==> src/rtl/lib_voq_credit_scheduler_if.sv <==
// VOQ-side and crossbar-side signal bundle for the credit scheduler.
// The scheduler takes the slave view; the VOQ/credit environment takes the master view.
interface lib_voq_credit_scheduler_if #(
  parameter int M = 4
);
  logic [0:M-1] i_data_val;
  logic [0:M-1] i_credit;
  logic [0:M-1] o_en;
  logic [0:M-1] o_sel;
  logic [0:M-1] o_avail;
  logic         o_credit_err;

  modport master (
    output i_data_val, i_credit,
    input  o_en, o_sel, o_avail, o_credit_err
  );

  modport slave (
    input  i_data_val, i_credit,
    output o_en, o_sel, o_avail, o_credit_err
  );
endinterface

==> src/rtl/lib_voq_credit_scheduler.sv <==
// Credit-based round-robin scheduler for one router input's VOQ bank: combinational
// onehot dequeue grant, registered crossbar select, per-output credit counters.
module lib_voq_credit_scheduler #(
  parameter int M       = 4,
  parameter int CREDITS = 4
) (
  input  logic                       clk,
  input  logic                       reset,
  input  logic                       ce,
  lib_voq_credit_scheduler_if.slave  bus
);
  localparam int PW = (M > 1) ? $clog2(M) : 1;
  localparam int CW = $clog2(CREDITS + 1);
  localparam logic [CW-1:0] CMAX = CW'(CREDITS);

  logic [CW-1:0] cnt [M];
  logic [PW-1:0] ptr;
  logic [0:M-1]  sel_p1;
  logic          credit_err;

  logic [0:M-1]  elig;
  logic [0:M-1]  grant;
  logic [0:M-1]  ovf;
  logic [PW-1:0] gidx;
  logic          gvld;

  // Grant and credit in the same cycle cancel; a credit into a full counter saturates.
  function automatic logic [CW-1:0] cnt_next(input logic [CW-1:0] c,
                                             input logic g, input logic r);
    if (g && !r)                 return c - CW'(1);
    if (r && !g && (c != CMAX))  return c + CW'(1);
    return c;
  endfunction

  function automatic logic cnt_overflow(input logic [CW-1:0] c,
                                        input logic g, input logic r);
    return r && !g && (c == CMAX);
  endfunction

  always_comb begin
    for (int j = 0; j < M; j++) begin
      elig[j] = bus.i_data_val[j] && (cnt[j] != '0);
    end
  end

  // Rotating priority search starting at ptr; depends only on inputs and state.
  always_comb begin
    gvld = 1'b0;
    gidx = '0;
    for (int k = 0; k < M; k++) begin
      if (!gvld && elig[(int'(ptr) + k) % M]) begin
        gvld = 1'b1;
        gidx = PW'((int'(ptr) + k) % M);
      end
    end
    if (reset || !ce) gvld = 1'b0;
  end

  always_comb begin
    grant = '0;
    if (gvld) grant[gidx] = 1'b1;
  end

  always_comb begin
    for (int j = 0; j < M; j++) begin
      ovf[j] = cnt_overflow(cnt[j], grant[j], bus.i_credit[j]);
    end
  end

  // Stage p0 -> p1: counters, pointer and crossbar select update on the grant edge.
  always_ff @(posedge clk) begin
    if (reset) begin
      ptr        <= '0;
      sel_p1     <= '0;
      credit_err <= 1'b0;
      for (int j = 0; j < M; j++) cnt[j] <= CMAX;
    end else if (ce) begin
      sel_p1 <= grant;
      if (gvld) ptr <= (gidx == PW'(M - 1)) ? '0 : gidx + PW'(1);
      for (int j = 0; j < M; j++) begin
        cnt[j] <= cnt_next(cnt[j], grant[j], bus.i_credit[j]);
      end
      if (|ovf) credit_err <= 1'b1;
    end
  end

  always_comb begin
    for (int j = 0; j < M; j++) begin
      bus.o_avail[j] = (cnt[j] != '0);
    end
  end

  assign bus.o_en         = grant;
  assign bus.o_sel        = sel_p1;
  assign bus.o_credit_err = credit_err;
endmodule

==> src/flat_wrapper.sv <==
// flat-port wrapper written by rule: the top's interface ports become plain ports
module lib_voq_credit_scheduler_flat 
#(
  parameter int M       = 4,
  parameter int CREDITS = 4
)
  (clk, reset, ce, bus_i_data_val, bus_i_credit, bus_o_en, bus_o_sel, bus_o_avail, bus_o_credit_err);
  lib_voq_credit_scheduler_if #(.M(M)) bus_i ();
  input  logic clk;
  input  logic reset;
  input  logic ce;
  input wire logic [$bits(bus_i.i_data_val)-1:0] bus_i_data_val;
  input wire logic [$bits(bus_i.i_credit)-1:0] bus_i_credit;
  output wire logic [$bits(bus_i.o_en)-1:0] bus_o_en;
  output wire logic [$bits(bus_i.o_sel)-1:0] bus_o_sel;
  output wire logic [$bits(bus_i.o_avail)-1:0] bus_o_avail;
  output wire logic [$bits(bus_i.o_credit_err)-1:0] bus_o_credit_err;
  assign bus_i.i_data_val = bus_i_data_val;
  assign bus_i.i_credit = bus_i_credit;
  assign bus_o_en = bus_i.o_en;
  assign bus_o_sel = bus_i.o_sel;
  assign bus_o_avail = bus_i.o_avail;
  assign bus_o_credit_err = bus_i.o_credit_err;
  lib_voq_credit_scheduler #(.M(M), .CREDITS(CREDITS)) u_core (.clk(clk), .reset(reset), .ce(ce), .bus(bus_i));
endmodule
==> config.mk <==
export PLATFORM = sky130hd
export DESIGN_NAME = lib_voq_credit_scheduler_flat
export DESIGN_NICKNAME = d
export VERILOG_FILES = /design/src/rtl/lib_voq_credit_scheduler_if.sv /design/src/rtl/lib_voq_credit_scheduler.sv /design/src/flat_wrapper.sv
export SDC_FILE = /design/constraint.sdc
export NUM_CORES = 1
export LEC_CHECK = 0
export BUFFER_PORTS_ARGS = -buffer_cell sky130_fd_sc_hd__buf_2
export CAP_MARGIN = 20
export CORE_UTILIZATION = 40
export DETAILED_ROUTE_END_ITERATION = 16
export HOLD_SLACK_MARGIN = 0.08
export PLACE_DENSITY_LB_ADDON = 0.08
export SYNTH_ARGS = -nofsm -noshare
export SYNTH_HDL_FRONTEND = slang
export SYNTH_SLANG_ARGS = --single-unit
==> constraint.sdc <==
create_clock -name clk -period 7.7 [get_ports clk]
set_input_delay 0.77 -clock clk [delete_from_list [all_inputs] [get_ports clk]]
set_output_delay 0.77 -clock clk [all_outputs]
set_load 0.005 [all_outputs]
; ---- After elaboration in Yosys (flattened, before gate mapping)
; Memories as Yosys holds them, arrays and structs flattened.
; Cells that the tools add are included.
[word_totals]
mem_count = 1
regBits = 7
in_bits = 11
wordCells = 176
ramBits = 12
out_inout_bits = 13
[mem_list]
columns = name, words, width, read_ports, rd_clocked_by_memory_dff, wr, line
row1 = u_core.cnt, 4, 3, 4, 0, 4, lib_voq_credit_scheduler.sv:16  ; logic [CW-1:0] cnt [M];
[classes]
n_reduce_logical = 47
bitwise = 12
n_mux = 86
n_addsub = 12
magnitude_cmp = 6
eq_ne = 9
[ops]
columns = operator, n
row1 = "greater-or-equal comparator 32 x 3 -> 1 bit, second input constant", 4
row2 = inverter 32 bit, 3
row3 = two-way mux 3 bit, 28
row4 = two-way mux 1 bit, 47
row5 = inverter 2 -> 32 bit, 1
row6 = logical AND 1 bit, 24
row7 = "adder 3 x 1 -> 3 bit, second input constant", 4
row8 = "equality test 3 bit, second input constant", 4
row9 = logical NOT 1 bit, 12
row10 = "!= test 3 bit, second input constant", 4
row11 = nonzero test 3 bit, 4
row12 = "subtractor 3 x 1 -> 3 bit, second input constant", 4
row13 = two-way mux 2 bit, 5
row14 = binary-select mux 1 bit (select 2 bit), 4
row15 = OR reduction 2 bit, 3
row16 = "adder 2 x 1 -> 2 bit, second input constant", 2
row17 = "adder 2 bit, second input constant", 2
row18 = two-way mux 4 bit, 1
row19 = OR 1 bit, 4
row20 = AND reduction 2 bit, 2
row21 = OR reduction 4 bit, 1
row22 = "bitwise AND 1 bit, first input constant", 3
row23 = "greater-or-equal comparator 3 bit, second input constant", 1
row24 = "less-than comparator 3 x 1 -> 1 bit, second input constant", 1
row25 = 4 further kinds, 4

; ---- Depth between registers and ports, before layout
; An unclocked memory read counts as a cell.
[logic_depth]
ltp_word = 34
ltp_mapped = 11
mapped_depth_nobuf = 11

; ---- Least setup slack after synthesis
; No wires, ideal clock.
[synth_timing]
path_type = in2reg
start = input port bus_i_data_val[3]
end = memory u_core.cnt[2][2] (netlist bit), data pin
arrival_ps = 2951
path_stages = 11
t_required_ps = 7429
setup_ps = 271
path_slack_ps = 4478
cell_sequence = o31a_1 -> or4_4 -> buf_6 -> nor2b_1 -> inv_2 -> ha_1 -> nand3b_1 -> fa_1 -> xnor2_1 -> nor3_1 -> nand3b_1
[synth_rtl]
columns = element, line
row1 = from (decl), flat_wrapper.sv:12  ; input wire logic [$bits(bus_i.i_data_val)-1:0] bus_i_data_val;
row2 = to (decl), lib_voq_credit_scheduler.sv:16

==> summary.txt <==
Place
  – Hpwl dp: 2400 um
  – Final Wtd Congestion: 0.817
  – Port bufs: 23
  – Cell area after placement: 1520 um^2
  – Post-Place Cells: 213

Critical path
  – CP required: 6.93 ns
  – Max incr delay on CP: 0.65 ns
  – Critical Path Source: u_core.cnt[0][2]
  – Delay-heaviest family, CP: simple AND/OR/NAND/NOR gates
  – Critical path buffers and inverters: 2
  – Crit-path cells: o31a_1 > or4_4 > nor2b_1 > inv_2 > ha_1 > and2_1 > buf_2
  – Crit Path Category: reg2out
  – Crit start category: flip-flop
  – Crit path DAT: 2.70 ns
  – CP Capture Type: output pin
  – Worst-path fanout max: 9
  – Worst r2r src: u_core.cnt[0][2]
  – CP max-delay cell: or4_4

Global routing
  – Largest net degree at the start of global routing: 17
  – Global route total overflow: 0
  – First-pass GRT wire length: 5260 um
  – Vias in the first global route: 1139
  – Overall Global Routing Usage: 0.194
  – Initial antenna violation count: 0

Cells and area
  – Final instance area: 1540 um^2
  – Layout cells sized above 1: 0.191
  – Synthesis-to-layout area growth: 12.5%
  – Nets@finish: 193
  – Ant. Diodes: 0
  – Final std cells w/o fill: 217

Clock tree
  – CTS tree: done
  – Htree depth: 1
  – CTS Hold Bufs: 0
  – Post-cts sizing count: 0
  – Insertion delay to the later sink of the worst-skew pair: 0.30 ns
  – Num CTS Buffers: 3
  – Clock Tree Root: clkbuf_4
  – Setup Buffers After CTS: 0
  – CTS Buffer Depth: 2
  – Worst-path clk slew: 0.12 ns
  – Clk sinks: 19

STA
  – Maximum clock frequency: 289 MHz
  – Worst Skew: 0.00228 ns
  – Slew @ Worst Pin: 0.582 ns
  – Setup Viol. Count Final: 0
  – Final Max Tran Viols: 0
  – Headroom to the max-slew limit: 0.612
  – RSZ-0062 raised after global routing: no
  – Clock period minus worst slack: 3.47 ns
  – Crit share post-route: 0.450
  – Setup TNS Final: 0 ns
  – Hold slack: 0.485 ns
  – Hold Vio Cnt, Final: 0

Logic synthesis
  – Area share of the largest cell type after synthesis: 0.263
  – Synth top area cells: edfxtp_1 (26%), dfxtp_1 (10%), fa_1 (5.8%)
  – Post-Syn Nets: 170
  – Largest area contributor in the netlist: edfxtp_1
  – Mapped Cells: 151
  – #FFs+latches synth: 19
  – Post-synthesis average cell area: 9.09 um^2
  – Mapped Area: 1370 um^2
  – Yosys warns: 0
  – Post-synthesis cell type count: 31
  – Sequential share of the synthesized area: 0.365

Detailed routing
  – Drt total wl: 3170 um
  – Initial detailed-routing violation count: 40
  – Remaining routing DRC violations: 0
  – WL per Instance: 14.6 um
  – Via count: 1177
  – DR vias/cell: 5.42
  – ANT nets after route: 0
  – Drt pass-1 iters: 4

Worst hold path
  – Worst hold path type: reg2reg
  – Hold path start: u_core.bus.o_sel[1]

Floorplanning
  – Core area: 3150 um^2
  – Die area: 3670 um^2
  – Die width: 60.6 um
  – Row count: 20
  – Initial core utilization: 0.435
  – Io pins: 24
  – Die extent in y: 60.6 um

Status
  – Status: finished, final reports clean

Power
  – Internal: 0.000179 W
  – Sw Share: 0.358
  – Total power: 0.000279 W
  – Peak VDD IR: 0.0911 mV
  – Clock power share: 0.190
  – Power density over the cells: 181 nW/um^2
  – Part of the power in combinational logic: 0.337
  – Reg power frac: 0.473
  – Leak: 0.623 nW
  – Psw: 0.0000999 W

Job
  – MaxCap Viol Count: 0
==> worst min-delay path, stage by stage (launching register included) <==
cell,delay (ns)
dfxtp_1,0.33
nand2b_1,0.06
a21oi_1,0.06
==> per-stage QoR <==
stage	util	worst slack (ns)
6_report	0.490	4.23
5_1_grt	0.490	4.12
4_1_cts	0.490	4.23
3_5_place_dp	0.481	4.15
3_3_place_gp	0.481	4.15
2_1_floorplan	-	4.48
==> per-layer routing <==
metal / vias to the layer above / global-route usage / routed length [um]
met3: 4 / 0.0256 / 110
met2: 23 / 0.341 / 1570
met4: 0 / 0.0519 / 28
met5: - / 0 / 0
li1: 577 / - / -
met1: 573 / 0.251 / 1450
==> registers in the layout (all words and copies together) (netlist names) <==
| register | cells |
|---|---|
| u_core.bus.o_credit_err | 1 |
| u_core.bus.o_sel | 4 |
| u_core.ptr | 2 |
| u_core.cnt | 12 |
==> power groups by stage <==
stage	logic, W	registers, W	clock network (W)
floorplan	0.0000693	0.000132	0
global placement	0.0000910	0.000134	0
detailed placement	0.0000937	0.000134	0
CTS	0.0000948	0.000132	0.0000541
global route	0.000106	0.000134	0.0000602
finish	0.0000941	0.000132	0.0000530
==> synth_stat cells, drive strengths merged <==
cell type and count:
a21o 5, a21oi 10, a22oi 1, and2 4
buf 1, clkbuf 4, dfxtp 7, edfxtp 12
fa 4, ha 4, inv 11, mux2i 5
nand2 15, nand2b 6, nand3 9, nand3b 8
nor2 12, nor2b 2, nor3 4, o21ai 8
o221ai 1, o31a 4, o31ai 3, o41a 1
o41ai 1, or3 4, or4 1, xnor2 4
==> cells in the final DEF (no fill, tap or decap), types with 7 or more instances in the layout <==
cell type	Yosys	routed
nor2_1	12	12
nand3_1	9	9
nand2_1	11	11
edfxtp_1	12	12
nand3b_1	8	8
dfxtp_1	7	7
a21oi_1	10	10
inv_1	10	10
o21ai_0	7	7
buf_2	0	23
==> cells by family (layout without fill, tap and decap cells) <==
| group | after synthesis | count (layout) | synth area share |
|---|---|---|---|
| multiplexers | 5 | 5 | 0.0365 |
| buffers and inverters | 16 | 38 | 0.0492 |
| AND/OR/NAND/NOR | 65 | 65 | 0.268 |
| AO/OA/AOI/OAI | 34 | 34 | 0.161 |
| flip-flops | 19 | 19 | 0.365 |
| adder cells (fa/ha/maj) | 8 | 8 | 0.0948 |
| XOR/XNOR | 4 | 4 | 0.0255 |
==> final timing paths <==
path              depth (start not counted)                   to  slack [ns]
hold / removal                            2  u_core.bus.o_sel[1]        0.49
setup reg to reg                         10     u_core.cnt[2][2]        4.30
setup / recovery                          7          bus_o_en[1]        4.23
hold reg to reg                           2  u_core.bus.o_sel[1]        0.49
==> cell type report <==
type / instances / area [um^2]
clock inverters: 1 / 5.00
fillers: 343 / 1610
multi-input cells: 116 / 805
inverters: 11 / 41.3
repair buffers: 23 / 115
clock buffers: 3 / 22.5
flip-flops and latches: 19 / 500
well taps: 44 / 55.1
Note: power is estimated with default switching activity, not from simulation.
